## src/rtl/step_display_ctrl_pkg.sv

```systemverilog
// Shared definitions for the step/display front end: pulse FSM states and
// the active-low 7-segment hex glyph table.
`default_nettype none

package step_display_ctrl_pkg;

  typedef enum logic [1:0] {
    ST_IDLE = 2'd0,
    ST_LOW  = 2'd1,
    ST_HOLD = 2'd2
  } pulse_state_t;

  // Bit order {dp,g,f,e,d,c,b,a}; element n is the glyph for nibble n.
  localparam logic [15:0][7:0] SEG7_HEX = {
    8'h8E, 8'h86, 8'hA1, 8'hC6, 8'h83, 8'h88, 8'h90, 8'h80,
    8'hF8, 8'h82, 8'h92, 8'h99, 8'hB0, 8'hA4, 8'hF9, 8'hC0
  };

  function automatic logic [7:0] seg7_of(input logic [3:0] nibble);
    return SEG7_HEX[nibble];
  endfunction

endpackage

`default_nettype wire

```

## src/rtl/step_display_ctrl_hex_to_seg7.sv

```systemverilog
// Combinational nibble to active-low 7-segment pattern (dp always off).
`default_nettype none

module hex_to_seg7
  import step_display_ctrl_pkg::*;
(
  input  logic [3:0] nibble,
  output logic [7:0] seg
);

  assign seg = seg7_of(nibble);

endmodule

`default_nettype wire

```

## src/rtl/step_display_ctrl.sv

```systemverilog
// Step button debouncer producing one CPU clock pulse per press, plus a
// 4-digit multiplexed hex display of one selected CPU debug word.
`default_nettype none

module step_display_ctrl
  import step_display_ctrl_pkg::*;
#(
  parameter int DEBOUNCE_CYC = 1_000_000,
  parameter int SCAN_CYC     = 100_000,
  parameter int PULSE_CYC    = 4
) (
  input  logic        CLK,
  input  logic        Reset,
  input  logic        btn_step,
  input  logic [1:0]  sel,
  input  logic [15:0] sign1,
  input  logic [15:0] sign2,
  input  logic [15:0] sign3,
  input  logic [15:0] sign4,
  output logic        cpu_clk,
  output logic [15:0] step_cnt,
  output logic [3:0]  an,
  output logic [7:0]  seg
);

  localparam int DB_W = (DEBOUNCE_CYC > 1) ? $clog2(DEBOUNCE_CYC) : 1;
  localparam int SC_W = (SCAN_CYC > 1)     ? $clog2(SCAN_CYC)     : 1;
  localparam int PC_W = (PULSE_CYC > 1)    ? $clog2(PULSE_CYC)    : 1;

  localparam logic [DB_W-1:0] DB_LAST = DB_W'(DEBOUNCE_CYC - 1);
  localparam logic [SC_W-1:0] SC_LAST = SC_W'(SCAN_CYC - 1);
  localparam logic [PC_W-1:0] PC_LAST = PC_W'(PULSE_CYC - 1);

  logic            sync_q1;
  logic            sync_q2;
  logic            stable;
  logic            stable_d;
  logic [DB_W-1:0] db_cnt;
  logic            rise;

  pulse_state_t    state;
  pulse_state_t    state_nxt;
  logic [PC_W-1:0] pcnt;
  logic [PC_W-1:0] pcnt_nxt;
  logic [15:0]     step_cnt_nxt;
  logic            cpu_clk_nxt;

  logic [SC_W-1:0] scan_cnt;
  logic [1:0]      digit;
  logic [15:0]     word;
  logic [3:0]      nibble;
  logic [7:0]      seg_pat;

  // Two-flop synchronizer: the only consumer of the raw button.
  always_ff @(posedge CLK or negedge Reset) begin
    if (!Reset) begin
      sync_q1 <= 1'b0;
      sync_q2 <= 1'b0;
    end else begin
      sync_q1 <= btn_step;
      sync_q2 <= sync_q1;
    end
  end

  // Accept a new level only after it has held for DEBOUNCE_CYC cycles.
  always_ff @(posedge CLK or negedge Reset) begin
    if (!Reset) begin
      stable <= 1'b0;
      db_cnt <= '0;
    end else if (sync_q2 == stable) begin
      db_cnt <= '0;
    end else if (db_cnt == DB_LAST) begin
      stable <= sync_q2;
      db_cnt <= '0;
    end else begin
      db_cnt <= db_cnt + 1'b1;
    end
  end

  always_ff @(posedge CLK or negedge Reset) begin
    if (!Reset) begin
      stable_d <= 1'b0;
    end else begin
      stable_d <= stable;
    end
  end

  assign rise = stable & ~stable_d;

  always_comb begin
    state_nxt    = state;
    pcnt_nxt     = pcnt;
    step_cnt_nxt = step_cnt;
    unique case (state)
      ST_IDLE: begin
        if (rise) begin
          state_nxt    = ST_LOW;
          pcnt_nxt     = '0;
          step_cnt_nxt = step_cnt + 16'd1;
        end
      end
      ST_LOW: begin
        if (pcnt == PC_LAST) begin
          state_nxt = ST_HOLD;
          pcnt_nxt  = '0;
        end else begin
          pcnt_nxt = pcnt + 1'b1;
        end
      end
      ST_HOLD: begin
        if (!stable) begin
          state_nxt = ST_IDLE;
        end
      end
      default: begin
        state_nxt = ST_IDLE;
        pcnt_nxt  = '0;
      end
    endcase
    // Registered from the next state so the CPU clock comes straight off a flop.
    cpu_clk_nxt = (state_nxt != ST_LOW);
  end

  always_ff @(posedge CLK or negedge Reset) begin
    if (!Reset) begin
      state    <= ST_IDLE;
      pcnt     <= '0;
      step_cnt <= 16'd0;
      cpu_clk  <= 1'b1;
    end else begin
      state    <= state_nxt;
      pcnt     <= pcnt_nxt;
      step_cnt <= step_cnt_nxt;
      cpu_clk  <= cpu_clk_nxt;
    end
  end

  always_ff @(posedge CLK or negedge Reset) begin
    if (!Reset) begin
      scan_cnt <= '0;
      digit    <= 2'd0;
    end else if (scan_cnt == SC_LAST) begin
      scan_cnt <= '0;
      digit    <= digit + 2'd1;
    end else begin
      scan_cnt <= scan_cnt + 1'b1;
    end
  end

  always_comb begin
    word = sign1;
    unique case (sel)
      2'd0: word = sign1;
      2'd1: word = sign2;
      2'd2: word = sign3;
      2'd3: word = sign4;
      default: word = sign1;
    endcase
  end

  assign nibble = word[{digit, 2'b00} +: 4];

  hex_to_seg7 u_hex_to_seg7 (
    .nibble (nibble),
    .seg    (seg_pat)
  );

  // Display registers track sel/sign every cycle, not just at digit boundaries.
  always_ff @(posedge CLK or negedge Reset) begin
    if (!Reset) begin
      an  <= 4'b1111;
      seg <= 8'hFF;
    end else begin
      an  <= ~(4'b0001 << digit);
      seg <= seg_pat;
    end
  end

endmodule

`default_nettype wire
```

## config.mk

```make
export PLATFORM = sky130hd
export DESIGN_NAME = step_display_ctrl
export DESIGN_NICKNAME = d
export VERILOG_FILES = /design/src/rtl/step_display_ctrl_pkg.sv /design/src/rtl/step_display_ctrl_hex_to_seg7.sv /design/src/rtl/step_display_ctrl.sv
export SDC_FILE = /design/constraint.sdc
export NUM_CORES = 1
export LEC_CHECK = 0
export ABC_AREA = 1
export CAP_MARGIN = 20
export CORE_ASPECT_RATIO = 1.2
export CORE_MARGIN = 1
export CORE_UTILIZATION = 52
export CTS_CLUSTER_DIAMETER = 120
export DETAILED_ROUTE_END_ITERATION = 10
export GPL_ROUTABILITY_DRIVEN = 0
export PLACE_DENSITY = 0.91
export SLEW_MARGIN = 15
export SYNTH_ARGS = -nofsm -noshare
export SYNTH_HDL_FRONTEND = slang
export SYNTH_HIERARCHICAL = 1
export SYNTH_SLANG_ARGS = --single-unit
```

## constraint.sdc

```tcl
create_clock -name CLK -period 2 [get_ports CLK]
set_input_delay 0.2 -clock CLK [delete_from_list [all_inputs] [get_ports CLK]]
set_output_delay 0.2 -clock CLK [all_outputs]
set_load 0.005 [all_outputs]
```

# Yosys cells after proc, flatten, opt, wreduce, memory -nomap -nowiden
# Memory sizes are Yosys's and may differ from the RTL's. A register that Yosys moved wholly into a read port is not among the register bits.
# Cells that the tools add are included.
dict set report totals {
  regBits 68
  latchBits 0
  ram_bits 0
  rom_bits 128
  inputBits 69
  out_inout_bits 29
  elab_cells 53
  mem_count 1
}
dict set report op_classes {
  add_sub_neg 5
  multipliers 0
  div_mod_pow 0
  n_lt_le_gt_ge 0
  eq_ne 11
  shift 2
  muxes 11
  bitwise_logic 5
  reduce_logical 6
}
# name words word_bits rd rd_ports_with_merged_regs wr line_no
set mem_list {}
lappend mem_list {{(name not given)} 16 8 1 1 0 step_display_ctrl_pkg.sv:20} ;# return SEG7_HEX[nibble];
# cell count
set ops {}
lappend ops {{16-bit one-hot mux with 4 select lines} 1}
lappend ops {{20-bit 2-to-1 mux} 2}
lappend ops {{20-bit by 1-bit adder with 20-bit output (second input constant)} 1}
lappend ops {{20-bit == test (second input constant)} 1}
lappend ops {{17-bit by 1-bit adder with 17-bit output (second input constant)} 1}
lappend ops {{17-bit == test (second input constant)} 1}
lappend ops {{17-bit 2-to-1 mux} 1}
lappend ops {{16-bit by 1-bit adder with 16-bit output (second input constant)} 1}
lappend ops {{16-bit by 5-bit variable part select with 4-bit output} 1}
lappend ops {{2-bit one-hot mux with 3 select lines} 2}
lappend ops {{2-bit 2-to-1 mux} 5}
lappend ops {{2-bit == test (second input constant)} 4}
lappend ops {{2-bit AND reduction} 3}
lappend ops {{2-bit by 1-bit adder with 2-bit output (second input constant)} 2}
lappend ops {{2-bit by 1-bit == test with 1-bit output (second input constant)} 2}
lappend ops {{2-bit logical NOT} 2}
lappend ops {{4-bit inverter} 1}
lappend ops {{1-bit by 2-bit left shift with 4-bit output (first input constant)} 1}
lappend ops {{1-bit inverter} 3}
lappend ops {{2-bit by 1-bit != test with 1-bit output (second input constant)} 1}
lappend ops {{2-bit != test (second input constant)} 1}
lappend ops {{1-bit bitwise AND} 1}
lappend ops {{1-bit == test} 1}
lappend ops {{1-bit logical NOT} 1}

# Depth between registers and ports, before layout
dict set report logic_depth {
  depth_word 5
  depth_mapped 15
  mapped_depth_nobuf 14
}

# By module
# Netlist, hierarchy kept.
# module n_inst cells_per_inst area_per_inst_um2 seq_area_each_um2
set modules_own_cells {}
lappend modules_own_cells {step_display_ctrl 1 567 4297.9 1918.1}
lappend modules_own_cells {hex_to_seg7 1 51 285.3 0.0}

# Worst setup path after synthesis
# OpenSTA, ideal clock, no wires.
dict set report synth_path {
  path_kind {reg2reg}
  startpoint {register digit[0]}
  endpoint {register seg[3]}
  setup_ns 0.060
  arrival_ns 1.552
  required_ns 1.940
  setup_slack_ns 0.388
  stages_incl_launch_ff 12
  path_buffers 1
  synth_period_minus_slack_ns 1.612
  path_cell_list {dfrtp_1 > buf_2 > nor2_1 > nand2_1 > nand2_1 > nand2_1 > nand2_1 > inv_1 > ha_1 > nand2_1 > nand3_1 > nand2_1}
}
dict set report synth_via {
  elab_chain_len 1
}
# element line_no
set synth_rtl {}
lappend synth_rtl {{start: declaration} step_display_ctrl.sv:49} ;# logic [1:0] digit;
lappend synth_rtl {{start signal: assignment} step_display_ctrl.sv:144} ;# digit <= digit + 2'd1;
lappend synth_rtl {{16-bit by 5-bit variable part select with 4-bit output} step_display_ctrl.sv:161} ;# assign nibble = word[{digit, 2'b00} +: 4];
lappend synth_rtl {{net nibble[0]} step_display_ctrl.sv:51} ;# logic [3:0] nibble;
lappend synth_rtl {{end: declaration} step_display_ctrl.sv:23} ;# output logic [7:0] seg
# The timed path passes the listed nets, and every way through them passes these cells.
# A chain may end at the register's enable or synchronous reset.

# Worst setup path in the final report
# Ends and elaborated chain as after synthesis.

==> metrics.txt <==
status complete, no violations; R2R Setup Slk 0.24 ns; global routing's busiest layer met2; Iteration-0 DRC Markers 255; initial antenna violation count 0; synthesized area per cell 7.42 sq um; HP Start btn_step; CTS root buf clkbuf_8; Num Clock Sinks 76; Tmin final 1.76 ns; ant diodes 0; Die Ht 105 microns; cell taking the most area after synthesis dfrtp_1; full die area 0.00919 sq mm; Final Hold Vio Count 0; CP required 2.29 ns; routed wire length 11,300 microns; DRT Pass-1 Iters 5; synthesis-stage register bit count 76; pwr dens 547 mW/mm^2; hold depth 1; Hold Worst Slack 0.282 ns; Post-Syn Instances 618; maximum root-to-sink buffer count 2; P_leak 2.85 nW; number of flops mapped to enable cells by yosys 0; worst reg2reg path startpoint digit[0]; r2r endpoint seg[3]; Setup Viol. Count Final 0; gr ovfl total 0; Hold EP sync_q1; fraction of layout cells with a size suffix above 1 11.2%; Port Buffers 97; crit end category register; Async S/R FF share, synth 100%; first-pass GRT wire length 18,800 microns; Initial Util 53.5%; Setup crit start kind register; Primary FF master, synth dfrtp_1; H-tree depth 3; via count 4,497; Detailed Place HPWL 8490 microns; vias per cell 5.23; row cnt 37; TritonCTS Buffers 9; syn_nets 702; crit path DAT 2.05 ns; CTS tree done; Worst VDD drop 0.306 mV; register area share after synthesis 41.9%; Area Overhead vs Synth 31.3%; I/O pin cnt 98; max cap viols 0; Cell Area, Synth 0.00458 sq mm; vias in the first global route 4,487; clk_skew 0.0110 ns; WL/cell 13.2 microns; post-synth top area share 34.4%; Hold WC Path Type in2reg; nets 822; Synthesis Warnings 6; met2 Use GR 48.1%; Slew Limit Fails 0; CP max FO 14; core area 0.00856 sq mm; Distinct cells, synth 36; DRC 0; later-pin clock latency in the skew report 0.35 ns; GRT Total Usage 25.9%; Post-Layout Cell Count 860; Register-to-Register Path Depth 11; top cells by area, synth dfrtp_1 34%, nand2_1 17%, dfstp_2 7.5%; width of the chip 87.7 microns; Max Clk Rate 569 MHz; placed cells 842; period utilisation layout 87.9%; Worst-path clk slew 0.08 ns; Final ANT Viol Nets 0; met1 Use GR 26.4%; WS Path Type reg2reg; largest net degree at the start of global routing 40; fillcell total 617; met3 Use GR 5.37%; unrepaired setup endpoints after global routing false
## sequential cells by signal, indices dropped and copies added, names as in the netlist
name / flops
cpu_clk: 1
state: 2
digit: 2
pcnt: 2
seg: 8
step_cnt: 16
scan_cnt: 17
db_cnt: 20
stable: 1
sync_q2: 1
an: 4
sync_q1: 1
stable_d: 1
## worst max-delay path, stage by stage, from the launching register on
cell,delay [ns]
dfrtp_1,0.41
buf_4,0.20
nor2_1,0.11
nand2_1,0.06
nand2_1,0.06
nand2_1,0.05
nand2_1,0.14
inv_1,0.12
ha_1,0.33
nand2_1,0.06
nand3_1,0.08
nand2_1,0.08
## kinds of logic after synthesis
kind of cell               after synthesis  synth area share (%)
and+or+nand+nor                        391                  38.0
buffers and inverters                   81                  7.37
DFF                                     76                  41.9
xor gates and xnor gates                30                  5.73
AOI/OAI and AO/OA                       24                  2.87
adders and majority gates               15                  4.10
other                                    1                0.0818
## cell usage in the layout (no fill, tap or decap), types with 4 or more instances in the layout
master           synthesis  final
nor2_1                  82     82
inv_1                   64     64
nand3_1                 37     37
clkdlybuf4s50_1          0     94
nor2_2                   8      9
nor3_1                  10     10
nand2_2                  5      5
a21oi_1                  8      8
buf_4                    3     18
xnor2_1                  7      7
dfstp_2                 13     13
ha_1                    15     15
o21ai_0                  9      9
o21ai_1                  4      4
nand4_1                 21     21
nor2_4                   5      5
inv_2                    6      6
xor2_1                  23     23
clkbuf_8                 0      9
nand2_1                210    210
dfrtp_1                 63     63
## where the power goes
part / internal (mW) / switching, mW
clock: 0.654 / 0.565
sequential: 1.59 / 0.0121
combinational: 0.256 / 0.220
## cells in the mapped netlist (2+ instances only)
| cell | n |
|---|---|
| nand3b_1 | 3 |
| a21oi_1 | 8 |
| nand2_1 | 210 |
| nand2_2 | 5 |
| nor2_4 | 5 |
| nand4_1 | 21 |
| xnor2_1 | 7 |
| xor2_1 | 23 |
| dfstp_2 | 13 |
| dfrtp_1 | 63 |
| inv_1 | 64 |
| nor2_1 | 82 |
| inv_2 | 6 |
| nor3_4 | 2 |
| o21ai_0 | 9 |
| nor2_2 | 8 |
| buf_6 | 2 |
| nor3_1 | 10 |
| nand3_2 | 3 |
| nand3_1 | 37 |
| buf_4 | 3 |
| ha_1 | 15 |
| o21ai_1 | 4 |
| buf_2 | 3 |
## per-layer routing
| metal | routed length (microns) | part of all wire [%] | vias up |
|---|---|---|---|
| met5 | 0 | 0 | - |
| met1 | 4170 | 37 | 2059 |
| li1 | - | - | 2164 |
| met3 | 691 | 6.1 | 51 |
| met4 | 395 | 3.5 | 0 |
| met2 | 6080 | 54 | 223 |
## timing repair
item	4_1_cts	5_1_grt
setup endpoints to repair	0	6
hold buffers	1	0
hold endpoints to repair	36	0
setup buffers	0	0
gates resized for setup	0	3
## worst max-delay path by stage
stage               slack, ns  endpoint      from
floorplan                0.39    seg[3]  digit[0]
global placement        -0.18    seg[3]    sel[0]
detailed placement      -0.30    seg[3]    sel[0]
CTS                      0.08    seg[3]    sel[0]
global route             0.03    seg[3]  digit[0]
finish                   0.24    seg[3]  digit[0]
## through the flow
stage / power [mW] / utilization, % / setup WS, ns / cell area (sq um) / setup TNS [ns]
floorplan: 1.81 / - / 0.388 / 4580 / 0
CTS: 3.30 / 70.1 / 0.0752 / 6000 / 0
detailed placement: 2.10 / 67.6 / -0.301 / 5790 / -1.66
global placement: 2.08 / 67.6 / -0.178 / 5790 / -0.858
global route: 3.44 / 70.2 / 0.0256 / 6020 / 0
finish: 3.29 / 70.2 / 0.242 / 6020 / 0
## layout make-up
class                   instances  area (sq um)  area share [%]
well taps                     117           146            2.43
repair buffers                116          1130            18.8
inverters                      73           282            4.68
clock inverters                 3          45.0           0.749
flip-flops and latches         76          1920            31.9
multi-input cells             462          2330            38.8
clock buffers                  13           160            2.66
No activity file was read; power rests on OpenSTA's default activity.
